$ cat src/rtl/clkgen_multi_div.sv
// Multi-output divided clock generator with lock sequencing,
// runtime divisors and glitch-free per-channel enables.
//
// Ports:
//   inclk0     reference clock, all state updates on its rising edge
//   areset     synchronous active-high reset
//   div_cfg    new divisors, channel i in [i*DIV_W +: DIV_W]
//   cfg_load   strobe: capture div_cfg and restart the lock sequence
//   en         per-channel output enable, sampled at period boundaries
//   clk_out    registered divided clocks
//   locked     outputs valid and phase-aligned
//   lock_cnt_o lock counter, for debug
module clkgen_multi_div #(
  parameter int NUM_OUT = 3,
  parameter int DIV_W = 8,
  parameter logic [NUM_OUT*DIV_W-1:0] DIV_INIT = {8'd4, 8'd2, 8'd1},
  parameter int LOCK_CYCLES = 16,
  localparam int LCW = $clog2(LOCK_CYCLES + 1)
) (
  input  logic                     inclk0,
  input  logic                     areset,
  input  logic [NUM_OUT*DIV_W-1:0] div_cfg,
  input  logic                     cfg_load,
  input  logic [NUM_OUT-1:0]       en,
  output logic [NUM_OUT-1:0]       clk_out,
  output logic                     locked,
  output logic [LCW-1:0]           lock_cnt_o
);

  typedef enum logic {
    ST_LOCKING = 1'b0,
    ST_RUN     = 1'b1
  } state_t;

  state_t state, state_d;

  logic [LCW-1:0]     lock_cnt, lock_cnt_d;
  logic [DIV_W-1:0]   div [NUM_OUT];
  logic [DIV_W-1:0]   div_d [NUM_OUT];
  logic [DIV_W-1:0]   cnt [NUM_OUT];
  logic [DIV_W-1:0]   cnt_d [NUM_OUT];
  logic [DIV_W-1:0]   cnt_run [NUM_OUT];
  logic [NUM_OUT-1:0] en_eff, en_eff_d;
  logic [NUM_OUT-1:0] en_run, out_run;
  logic [NUM_OUT-1:0] clk_out_d;

  // Divisors of 0 or 1 cannot produce a clock; treat them as 2.
  function automatic logic [DIV_W-1:0] clamp(
    input logic [DIV_W-1:0] v
  );
    return (v[DIV_W-1:1] == '0) ? DIV_W'(2) : v;
  endfunction

  // Free-running per-channel step used once locked. The enable is
  // only resampled when the counter wraps, so a change never cuts
  // a high phase short.
  always_comb begin
    for (int i = 0; i < NUM_OUT; i++) begin
      logic [DIV_W-1:0] half;
      half = div[i][DIV_W-1:1] + DIV_W'(div[i][0]);
      cnt_run[i] = (cnt[i] == div[i] - DIV_W'(1))
                 ? '0 : cnt[i] + DIV_W'(1);
      en_run[i] = (cnt_run[i] == '0) ? en[i] : en_eff[i];
      out_run[i] = en_run[i] & (cnt_run[i] < half);
    end
  end

  always_comb begin
    state_d = state;
    lock_cnt_d = lock_cnt;
    div_d = div;
    cnt_d = cnt;
    en_eff_d = en_eff;
    clk_out_d = clk_out;
    if (cfg_load) begin
      state_d = ST_LOCKING;
      lock_cnt_d = '0;
      en_eff_d = '0;
      clk_out_d = '0;
      for (int i = 0; i < NUM_OUT; i++) begin
        div_d[i] = clamp(div_cfg[i*DIV_W +: DIV_W]);
        cnt_d[i] = '0;
      end
    end else begin
      unique case (state)
        ST_LOCKING: begin
          lock_cnt_d = lock_cnt + LCW'(1);
          en_eff_d = '0;
          clk_out_d = '0;
          for (int i = 0; i < NUM_OUT; i++)
            cnt_d[i] = '0;
          // Lock edge: every channel starts its first period here,
          // so all outputs rise together.
          if (lock_cnt_d == LCW'(LOCK_CYCLES)) begin
            state_d = ST_RUN;
            en_eff_d = en;
            clk_out_d = en;
          end
        end
        ST_RUN: begin
          cnt_d = cnt_run;
          en_eff_d = en_run;
          clk_out_d = out_run;
        end
        default: state_d = ST_LOCKING;
      endcase
    end
  end

  always_ff @(posedge inclk0) begin
    if (areset) begin
      state <= ST_LOCKING;
      lock_cnt <= '0;
      en_eff <= '0;
      clk_out <= '0;
      for (int i = 0; i < NUM_OUT; i++) begin
        div[i] <= clamp(DIV_INIT[i*DIV_W +: DIV_W]);
        cnt[i] <= '0;
      end
    end else begin
      state <= state_d;
      lock_cnt <= lock_cnt_d;
      en_eff <= en_eff_d;
      clk_out <= clk_out_d;
      for (int i = 0; i < NUM_OUT; i++) begin
        div[i] <= div_d[i];
        cnt[i] <= cnt_d[i];
      end
    end
  end

  assign locked = (state == ST_RUN);
  assign lock_cnt_o = lock_cnt;

endmodule

$ cat config.mk
export PLATFORM = sky130hd
export DESIGN_NAME = clkgen_multi_div
export DESIGN_NICKNAME = d
export VERILOG_FILES = /design/src/rtl/clkgen_multi_div.sv
export SDC_FILE = /design/constraint.sdc
export NUM_CORES = 1
export LEC_CHECK = 0
export ABC_AREA = 1
export CAP_MARGIN = 25
export CELL_PAD_IN_SITES_DETAIL_PLACEMENT = 1
export CELL_PAD_IN_SITES_GLOBAL_PLACEMENT = 2
export CORE_AREA = 5 5 91 156
export DETAILED_ROUTE_END_ITERATION = 7
export DIE_AREA = 0 0 96 161
export PLACE_DENSITY_LB_ADDON = 0.1
export SLEW_MARGIN = 20
export SYNTH_ARGS = -nofsm -noshare
export SYNTH_HDL_FRONTEND = slang
export SYNTH_SLANG_ARGS = --single-unit
$ cat constraint.sdc
create_clock -name inclk0 -period 4.5 [get_ports inclk0]
set_input_delay 0.9 -clock inclk0 [delete_from_list [all_inputs] [get_ports inclk0]]
set_output_delay 0.9 -clock inclk0 [all_outputs]
set_load 0.005 [all_outputs]
==> impl_metrics.ini <==
[timing]
worst_pin_slew_ns = 0.871
drv_slew = 0
slew_headroom_pct = 41.8
fin_crit_ns = 2.86
max_freq_mhz = 350
rsz0062_at_grt = no
fin_skew_ns = 0.00552
hold_ws_ns = 0.530
fin_crit_sh_pct = 63.6
finalSetupViolCount = 0
setup_tns_ns = 0
fin_ws_ns = 1.64
hold_viol = 0

[route]
wire_per_inst_microns = 15.7
ant_nets = 0
vias = 4262
via_per_inst = 4.88
drc = 0
wirelength_microns = 13700
drt_iter0_drc = 111
dr.pass1.iters = 4

[critical_path]
critical-path-top-delay-family = simple AND/OR/NAND/NOR gates
crit_start = div[16]$_SDFFE_PP0P_
crit_path_end_kind = register
worstPathMaxFanout = 10
r2r_end = clk_out[0]$_SDFF_PP0_
rr_startpoint = div[16]$_SDFFE_PP0P_
cpPeakStageDelay_ns = 0.40
cp_data_arrival_time_ns = 3.10
r2r_slack_ns = 1.64
worstSetupStartpointType = register
critPathBufInv = 3
path_cells = inv_2 > ha_1 > inv_1 > nand2_1 > nand2_1 > nor2_1 > nand3_1 > a21oi_2 > nand3_2 > clkinv_1 > nor2_1 > ha_1 > a21oi_1 > o21a_1 > nand3_1 > a21oi_1
worst-r2r-cell-count = 16
crit_slowest_cell = dfxtp_1
crit_type = reg2reg
crit_required_ns = 4.74

[clocking]
clock-root-buffer = clkbuf_16
clk_pin_slew_ns = 0.06
post-cts-setup-buffer-count = 0
worstSkewPairLatency_ns = 0.33
cts_made_buffers = 9
cts_tree = done
cts_resized = 0
postCtsHoldBufs = 0
htree_levels = 3
clock-sinks = 60
clockBufferDepth = 2

[pwr]
p_total_mw = 1.47
power_density_nw_per_um2 = 284
leakagePower_nw = 2.52
vdd_drop_max_uv = 145

[synthesis]
synth_flop_cell = dfxtp_1
async_reset_ff_share_pct = 0
yosysWarnings = 0
ys_top_cells_by_area = dfxtp_1 (28%), nand2_1 (13%), ha_1 (10%), inv_1 (8.3%), nor2_1 (6.7%)
yosysTopAreaCellShare_pct = 27.5
syn-cell-area_sq_um = 4360
synth-edff-count = 0
yosys.cell_count.top_type = nand2_1
synth_nets = 726
syn_avg_cell_area_sq_um = 6.60
ys_types = 41
yosysSeqAreaShare_pct = 27.5
ys_top_cells_by_count = nand2_1 (155), inv_1 (96), nor2_1 (78), dfxtp_1 (60), nand3_1 (43)
synthCells = 661
ys_ff_latch = 60
synth_top_area_cell = dfxtp_1

[floorplan]
die_w_microns = 96
num_rows = 55
core_sq_um = 12800
chipHeight_microns = 161
dieArea_sq_um = 15500
io_pins = 39
initial_core_util_pct = 34.1

[final_layout]
finalNonFillerCells = 873
finalNetCount = 762
fin_util_pct = 40.6
fill_cells = 1726
drive_gt1_share_pct = 7.83
areaGrowthSynthToFinish_pct = 19.0
finalInstanceArea_sq_um = 5190
num_antenna_cells = 0

[global_routing]
gr-usage-all-layers_pct = 18.9
grt_start_max_net_pins = 26
grt_use_met3_pct = 3.03
grt_overflow = 0
grtUsageMet1_pct = 19.1
antenna_found_initial = 0
gr-max-usage-layer = met2
grt_pass1_wl_microns = 22500
met2_usage_pct = 35.7
grt_pass1_vias = 4632

[min_path]
whs_path_depth = 2
hold_path_class = reg2reg
min_from = lock_cnt_o[4]$_SDFFE_PP0N_
min_to = lock_cnt_o[4]$_SDFFE_PP0N_

[place]
io_buffers = 38
gp_congestion = 0.809
dp.cells = 856
post-place-ws_ns = 1.56
placed_area_sq_um = 4880
hpwl_microns = 11200

[run_status]
status = complete, no violations

[job]
cap_violations = 0
[cell type report]
| class | instances | area [sq um] | share of cell area, % |
|---|---|---|---|
| Tap cell | 171 | 214 | 4.12 |
| Clock buffer | 12 | 256 | 4.94 |
| Clock inverter | 4 | 47.5 | 0.916 |
| Inverter | 115 | 434 | 8.36 |
| Multi-Input combinational cell | 471 | 2640 | 50.8 |
| Sequential cell | 60 | 1200 | 23.1 |
| Timing Repair Buffer | 40 | 399 | 7.69 |
[layer usage]
| layer | wire, microns | vias to the layer above |
|---|---|---|
| li1 | - | 2158 |
| met4 | 614 | 0 |
| met5 | 0 | - |
| met3 | 362 | 31 |
| met2 | 7510 | 73 |
| met1 | 5190 | 2000 |
[logic make-up (layout without fill, tap and decap cells)]
group / Yosys count / after routing / share of synthesized area, %
xor gates and xnor gates: 43 / 43 / 8.63
DFF: 60 / 60 / 27.5
and+or+nand+nor: 328 / 328 / 32.7
buffers and inverters: 130 / 171 / 12.0
AOI/OAI and AO/OA: 65 / 65 / 9.09
adders and majority gates: 35 / 35 / 10.0
[placed cells by master (no fill, tap or decap), drive strengths merged, types with 3 or more instances in the layout]
| cell type | n |
|---|---|
| inv | 109 |
| xnor2 | 14 |
| clkdlybuf4s50 | 38 |
| o41ai | 3 |
| nor3 | 20 |
| nand3 | 46 |
| dfxtp | 60 |
| xor2 | 29 |
| nor4 | 3 |
| nand2 | 158 |
| o21ai | 26 |
| o22ai | 9 |
| clkbuf | 12 |
| a21oi | 19 |
| nand4 | 11 |
| clkinv | 8 |
| ha | 35 |
| nor2 | 89 |
[report_power, final]
part | internal, mW | switching [mW] | total [mW]
clock network | 0.457 | 0.255 | 0.712
logic | 0.0815 | 0.108 | 0.189
registers | 0.545 | 0.0246 | 0.570
total | 1.08 | 0.388 | 1.47
[worst register-to-register path, cell delays in order, from the launching register on]
cell,delay [ns]
dfxtp_1,0.40
inv_2,0.11
ha_1,0.35
inv_1,0.05
nand2_1,0.05
nand2_1,0.05
nor2_1,0.10
nand3_1,0.12
a21oi_2,0.17
nand3_2,0.20
clkinv_1,0.24
nor2_1,0.08
ha_1,0.32
a21oi_1,0.16
o21a_1,0.15
nand3_1,0.08
a21oi_1,0.14
[sequential cells by signal, summed over array words and instances (netlist names)]
signal / count
locked: 1
en_eff: 3
cnt: 24
clk_out: 3
lock_cnt_o: 5
div: 24
[worst max path at each step]
stage                             to  slack, ns  cells past startpoint
2_1_floorplan  clk_out[1]$_SDFF_PP0_       2.18                     15
3_3_place_gp   clk_out[0]$_SDFF_PP0_       1.64                     16
3_5_place_dp   clk_out[0]$_SDFF_PP0_       1.56                     17
4_1_cts        clk_out[0]$_SDFF_PP0_       1.54                     16
5_1_grt        clk_out[0]$_SDFF_PP0_       1.32                     16
6_report       clk_out[0]$_SDFF_PP0_       1.64                     16
(Power assumes the default switching activity.)
